File: src/rtl/full_adder_2bit_if.sv
// Operand/result bundle for the registered triple-implementation adder.
// master drives operands and select; slave is the adder side.
interface full_adder_2bit_if #(
    parameter int WIDTH = 2
) ();
    logic             in_valid;
    logic [1:0]       style_sel;
    logic [WIDTH-1:0] a;
    logic [WIDTH-1:0] b;
    logic [WIDTH-1:0] sum;
    logic             carry;
    logic             out_valid;
    logic             mismatch;

    modport master (
        output in_valid, style_sel, a, b,
        input  sum, carry, out_valid, mismatch
    );

    modport slave (
        input  in_valid, style_sel, a, b,
        output sum, carry, out_valid, mismatch
    );
endinterface

File: src/rtl/full_adder_2bit.sv
// Registered WIDTH-bit adder built three ways (gates, dataflow, behavioural);
// style_sel picks the registered result and mismatch flags any disagreement.
module full_adder_2bit #(
    parameter int WIDTH = 2
) (
    input  logic              clk,
    input  logic              rst_n,
    full_adder_2bit_if.slave  bus
);
    logic [WIDTH-1:0] op_a;
    logic [WIDTH-1:0] op_b;

    assign op_a = bus.a;
    assign op_b = bus.b;

    // Gate-level ripple: half adder at bit 0, full adders above it.
    wire [WIDTH-1:0] gl_s;
    wire [WIDTH:1]   gl_c;

    for (genvar i = 0; i < WIDTH; i++) begin : g_bit
        if (i == 0) begin : g_ha
            xor u_x0 (gl_s[0], op_a[0], op_b[0]);
            and u_a0 (gl_c[1], op_a[0], op_b[0]);
        end else begin : g_fa
            wire p, g, t;
            xor u_x0 (p, op_a[i], op_b[i]);
            xor u_x1 (gl_s[i], p, gl_c[i]);
            and u_a0 (g, op_a[i], op_b[i]);
            and u_a1 (t, p, gl_c[i]);
            or  u_o0 (gl_c[i+1], g, t);
        end
    end

    logic [WIDTH:0] gl_r;
    assign gl_r = {gl_c[WIDTH], gl_s};

    logic [WIDTH:0] df_r;
    assign df_r = {1'b0, op_a} + {1'b0, op_b};

    logic [WIDTH-1:0] bh_s;
    logic             bh_cy;
    logic [WIDTH:0]   bh_r;

    always_comb begin
        bh_s  = '0;
        bh_cy = 1'b0;
        for (int i = 0; i < WIDTH; i++) begin
            bh_s[i] = op_a[i] ^ op_b[i] ^ bh_cy;
            bh_cy   = (op_a[i] & op_b[i]) | (bh_cy & (op_a[i] ^ op_b[i]));
        end
    end

    assign bh_r = {bh_cy, bh_s};

    logic [WIDTH-1:0] sum_q, sum_d;
    logic             carry_q, carry_d;
    logic             out_valid_q;
    logic             mismatch_q, mismatch_d;
    logic [WIDTH:0]   sel_r;

    always_comb begin
        sel_r = bh_r;
        case (bus.style_sel)
            2'd0:    sel_r = gl_r;
            2'd1:    sel_r = df_r;
            default: sel_r = bh_r;
        endcase
    end

    // Idle cycles keep the last result visible; only out_valid drops.
    always_comb begin
        sum_d      = sum_q;
        carry_d    = carry_q;
        mismatch_d = mismatch_q;
        if (bus.in_valid) begin
            {carry_d, sum_d} = sel_r;
            mismatch_d       = (gl_r != df_r) || (df_r != bh_r);
        end
    end

    always_ff @(posedge clk or negedge rst_n) begin
        if (!rst_n) begin
            sum_q       <= '0;
            carry_q     <= 1'b0;
            out_valid_q <= 1'b0;
            mismatch_q  <= 1'b0;
        end else begin
            sum_q       <= sum_d;
            carry_q     <= carry_d;
            out_valid_q <= bus.in_valid;
            mismatch_q  <= mismatch_d;
        end
    end

    assign bus.sum       = sum_q;
    assign bus.carry     = carry_q;
    assign bus.out_valid = out_valid_q;
    assign bus.mismatch  = mismatch_q;
endmodule

File: src/flat_wrapper.sv
// flat-port wrapper written by rule: the top's interface ports become plain ports
module full_adder_2bit_flat 
#(
    parameter int WIDTH = 2
)
  (clk, rst_n, bus_in_valid, bus_style_sel, bus_a, bus_b, bus_sum, bus_carry, bus_out_valid, bus_mismatch);
  full_adder_2bit_if #(.WIDTH(WIDTH)) bus_i ();
  input  logic clk;
  input  logic rst_n;
  input wire logic [$bits(bus_i.in_valid)-1:0] bus_in_valid;
  input wire logic [$bits(bus_i.style_sel)-1:0] bus_style_sel;
  input wire logic [$bits(bus_i.a)-1:0] bus_a;
  input wire logic [$bits(bus_i.b)-1:0] bus_b;
  output wire logic [$bits(bus_i.sum)-1:0] bus_sum;
  output wire logic [$bits(bus_i.carry)-1:0] bus_carry;
  output wire logic [$bits(bus_i.out_valid)-1:0] bus_out_valid;
  output wire logic [$bits(bus_i.mismatch)-1:0] bus_mismatch;
  assign bus_i.in_valid = bus_in_valid;
  assign bus_i.style_sel = bus_style_sel;
  assign bus_i.a = bus_a;
  assign bus_i.b = bus_b;
  assign bus_sum = bus_i.sum;
  assign bus_carry = bus_i.carry;
  assign bus_out_valid = bus_i.out_valid;
  assign bus_mismatch = bus_i.mismatch;
  full_adder_2bit #(.WIDTH(WIDTH)) u_core (.clk(clk), .rst_n(rst_n), .bus(bus_i));
endmodule
File: config.mk
export PLATFORM = sky130hd
export DESIGN_NAME = full_adder_2bit_flat
export DESIGN_NICKNAME = d
export VERILOG_FILES = /design/src/rtl/full_adder_2bit_if.sv /design/src/rtl/full_adder_2bit.sv /design/src/flat_wrapper.sv
export SDC_FILE = /design/constraint.sdc
export NUM_CORES = 1
export LEC_CHECK = 0
export CAP_MARGIN = 10
export CORE_AREA = 8 8 45 47
export DETAILED_ROUTE_END_ITERATION = 7
export DIE_AREA = 0 0 53 55
export HOLD_SLACK_MARGIN = 0.08
export REMOVE_ABC_BUFFERS = 1
export SYNTH_ARGS = -nofsm -noshare
export SYNTH_HDL_FRONTEND = slang
export SYNTH_SLANG_ARGS = --single-unit
File: constraint.sdc
create_clock -name clk -period 1.5 [get_ports clk]
set_input_delay 0.15 -clock clk [delete_from_list [all_inputs] [get_ports clk]]
set_output_delay 0.15 -clock clk [all_outputs]
set_load 0.005 [all_outputs]
==> flow_metrics.tcl, run 1 <==
set metrics [dict create \
    outcome "completed" \
    drive_above_1_share_pct 26.09 \
    critPathCaptureType "flop" \
    route.vias.total 128 \
    finalHoldViolCount 0 \
    num_antenna_cells 0 \
    final-instance-count-excl-fill 39 \
    die-area_mm2 0.002915 \
    post_synth_main_area_contributors "dfrtp_1, mux2_2, fa_1" \
    detail_route.drc_violations 0 \
    timing.critical_path.slowest_stage_cell "fa_1" \
    critical_path_class "primary input to flop" \
    place.detailed.instances 36 \
    synth_area_um2 177.7 \
    fp-row-count 14 \
    antenna_violating_nets_post_route 0 \
    timing.final.max_slew_violations 0 \
    synth.lib_cells_used.distinct 6 \
    post-place-ws_ns -0.08507 \
    grt_start_max_net_pins 5 \
    clock_insertion_delay_worst_skew_ns 0.23 \
    cp.arrival_ns 1.46 \
    syn-mean-instance-area_um2 16.15 \
    ioPinCount 14 \
    cpLargestDelayFamily "adder cells" \
    total_length_of_routed_met2_wires_um 130 \
    postCtsResizedCells 0 \
    yosys.area_share.adder_pct 18.31 \
    die_x_um 53 \
    ys.warnings.count 0 \
    number_of_global_route_vias_before_repair 142 \
    setup_slack_ns 0.1514 \
    finalWirelength_um 454 \
    cts_buf_count 3 \
    worstSetupStartpointType "primary input" \
    detailedRoute.firstPassIterationCount 1 \
    finalCriticalPeriod_ns 1.349 \
    synth_top_family_by_area "multiplexers" \
    port_buffers 10 \
    max-vdd-ir-drop_mv 0.2612 \
    highest_layer "met4" \
    synth_xor_xnor_area_share_pct 0 \
    grt_ovf 0 \
    worstPathMaxFanout 1 \
    total_leakage_power_nw 0.1314 \
    power_switching_share_pct 20.31 \
    grt_setup_unrepaired "no" \
    cp.buffers_inverters 1 \
    timing.critical_path.cells "clkdlybuf4s50_1 -> ha_1 -> fa_1 -> mux2_2" \
    grt_antenna_before_repair 0 \
    synth-simple-area-share_pct 0 \
    finalPower_w 0.0003287 \
    wl_met1_um 189 \
    first_pass_grt_wire_length_um 683 \
    tritoncts_clock_tree "yes" \
    cts_h_tree_depth 1 \
    cell_internal_pwr_w 0.0002620 \
    cts_max_path_buffers 2 \
    min-delay-path-class "primary input to async pin" \
    design.final.nets 36 \
    place.gp.congestion 0.7877 \
    post_drt_wl_per_cell_um 11.64 \
    synth_compound_gate_area_share_pct 0 \
    ys_ff_latch 4 \
    layout-area-overhead-vs-synth_pct 76.06 \
    clock-sinks 4 \
    routed_via_density 3.282 \
    design.core.area_mm2 0.001384 \
    synth.mux.area_fraction_pct 19.01 \
    power_frac_seq_pct 39.5 \
    critical_path_required_ns 1.61 \
    layout_worst_path_cycle_share_pct 89.91 \
    critical_path.max_stage_delay_ns 0.42 \
    power_density_mw_per_mm2 1051 \
    cts_post_setup_buffers_inserted 0 \
    cts_root_buffer "clkbuf_4" \
    path_clk_slew_ns 0.03 \
    netlist.area_leader.share_pct 56.34 \
    p_comb_share_pct 21.2 \
    detailroute.wirelength.met3_um 116 \
    synth_seq_area_share_pct 56.34 \
    cap_violations 0 \
    die_height_um 55 \
    grt_use_total_pct 3.730 \
    netSwitchingPower_w 0.00006675 \
    max_freq_ghz 0.7415 \
    clock_power_share_pct 39.3 \
    starting_density_of_the_core_pct 12.84 \
    skew_ns 0 \
    syn-instance-count 11 \
    quantity_of_hold_fixing_buffers_added_after_cts 0 \
    first_iter_violations 0 \
    synth_top_cell_by_area "dfrtp_1" \
    setup_viol 0 \
]
==> power by group through the flow <==
stage | Clock (W) | Sequential [W] | Combinational, W
2_1_floorplan | 0 | 0.000132 | 0.0000169
3_3_place_gp | 0 | 0.000131 | 0.0000710
3_5_place_dp | 0 | 0.000132 | 0.0000712
4_1_cts | 0.000139 | 0.000130 | 0.0000714
5_1_grt | 0.000139 | 0.000131 | 0.0000771
6_report | 0.000129 | 0.000130 | 0.0000698
==> per-layer routing <==
layer	track usage [%]	vias to the layer above
li1	-	58
met1	3.533	54
met2	3.711	14
met3	3.743	2
met4	5.172	0
met5	0	-
==> placed cells by master (no fill, tap or decap) <==
| master | instances |
|---|---|
| clkbuf_4 | 3 |
| conb_1 | 1 |
| ha_1 | 1 |
| mux2_2 | 3 |
| clkdlybuf4s50_1 | 10 |
| dfrtp_1 | 4 |
| fa_1 | 1 |
==> path summary, 6_finish.rpt <==
check	from	end	slack (ns)	cells past startpoint
worst max-delay path	bus_b[0]	u_core.bus.sum[1]$_DFFE_PN0P_	0.15	4
min in group clk	bus_in_valid	u_core.bus.out_valid$_DFF_PN0_	0.49	1
worst max register to register	u_core.bus.sum[0]$_DFFE_PN0P_	u_core.bus.sum[0]$_DFFE_PN0P_	0.75	1
worst min register to register	u_core.bus.carry$_DFFE_PN0P_	u_core.bus.carry$_DFFE_PN0P_	0.51	1
max in group asynchronous	rst_n	u_core.bus.sum[0]$_DFFE_PN0P_	1.22	1
worst min-delay path	rst_n	u_core.bus.sum[1]$_DFFE_PN0P_	0.12	1
==> Yosys cell counts <==
master	count
dfrtp_1	4
mux2_2	3
buf_4	1
fa_1	1
ha_1	1
conb_1	1
==> layout make-up <==
| cell class | count | area (um2) |
|---|---|---|
| Clock buffer | 3 | 22.52 |
| Fill cell | 145 | 1071 |
| Multi-Input combinational cell | 6 | 70.07 |
| Sequential cell | 4 | 100.1 |
| Tap cell | 16 | 20.02 |
| Timing Repair Buffer | 10 | 100.1 |
==> registers in the layout, indices dropped and copies added, names as in the netlist <==
register	flops
u_core.bus.carry	1
u_core.bus.out_valid	1
u_core.bus.sum	2
==> cells by family after synthesis <==
logic type	after synthesis
other	1
muxes	3
buffers and inverters	1
DFF	4
adders and majority gates	2
==> through the flow <==
stage	hold WS, ns	TNS (ns)	util (%)	area [um2]
2_1_floorplan	-0.1456	0	-	170.2
3_3_place_gp	0.3620	-0.1055	20.98	290.3
3_5_place_dp	0.3650	-0.08507	20.98	290.3
4_1_cts	0.1148	0	22.60	312.8
5_1_grt	0.1442	0	22.60	312.8
6_report	0.1203	0	22.60	312.8
No activity file was read; power rests on OpenSTA's default activity.
==> inputs of run 2 (changes only) <==
--- a/config.mk
+++ b/config.mk
@@ -7,6 +7,7 @@
 export LEC_CHECK = 0
 export CAP_MARGIN = 10
 export CORE_AREA = 8 8 45 47
+export CTS_CLUSTER_DIAMETER = 30
 export DETAILED_ROUTE_END_ITERATION = 7
 export DIE_AREA = 0 0 53 55
 export HOLD_SLACK_MARGIN = 0.08
@@ -14,3 +15,4 @@
 export SYNTH_ARGS = -nofsm -noshare
 export SYNTH_HDL_FRONTEND = slang
 export SYNTH_SLANG_ARGS = --single-unit
+export TNS_END_PERCENT = 30
==> results of run 2 <==
No change in the layout: final DEF, timing and power equal those of run 1.
==> inputs of run 3 (changes only) <==
--- a/config.mk
+++ b/config.mk
@@ -12,7 +12,7 @@
 export DIE_AREA = 0 0 53 55
 export HOLD_SLACK_MARGIN = 0.08
 export REMOVE_ABC_BUFFERS = 1
+export SETUP_SLACK_MARGIN = 0.02
 export SYNTH_ARGS = -nofsm -noshare
 export SYNTH_HDL_FRONTEND = slang
 export SYNTH_SLANG_ARGS = --single-unit
-export TNS_END_PERCENT = 30
==> results of run 3 <==
No change in the layout: final DEF, timing and power equal those of run 1.
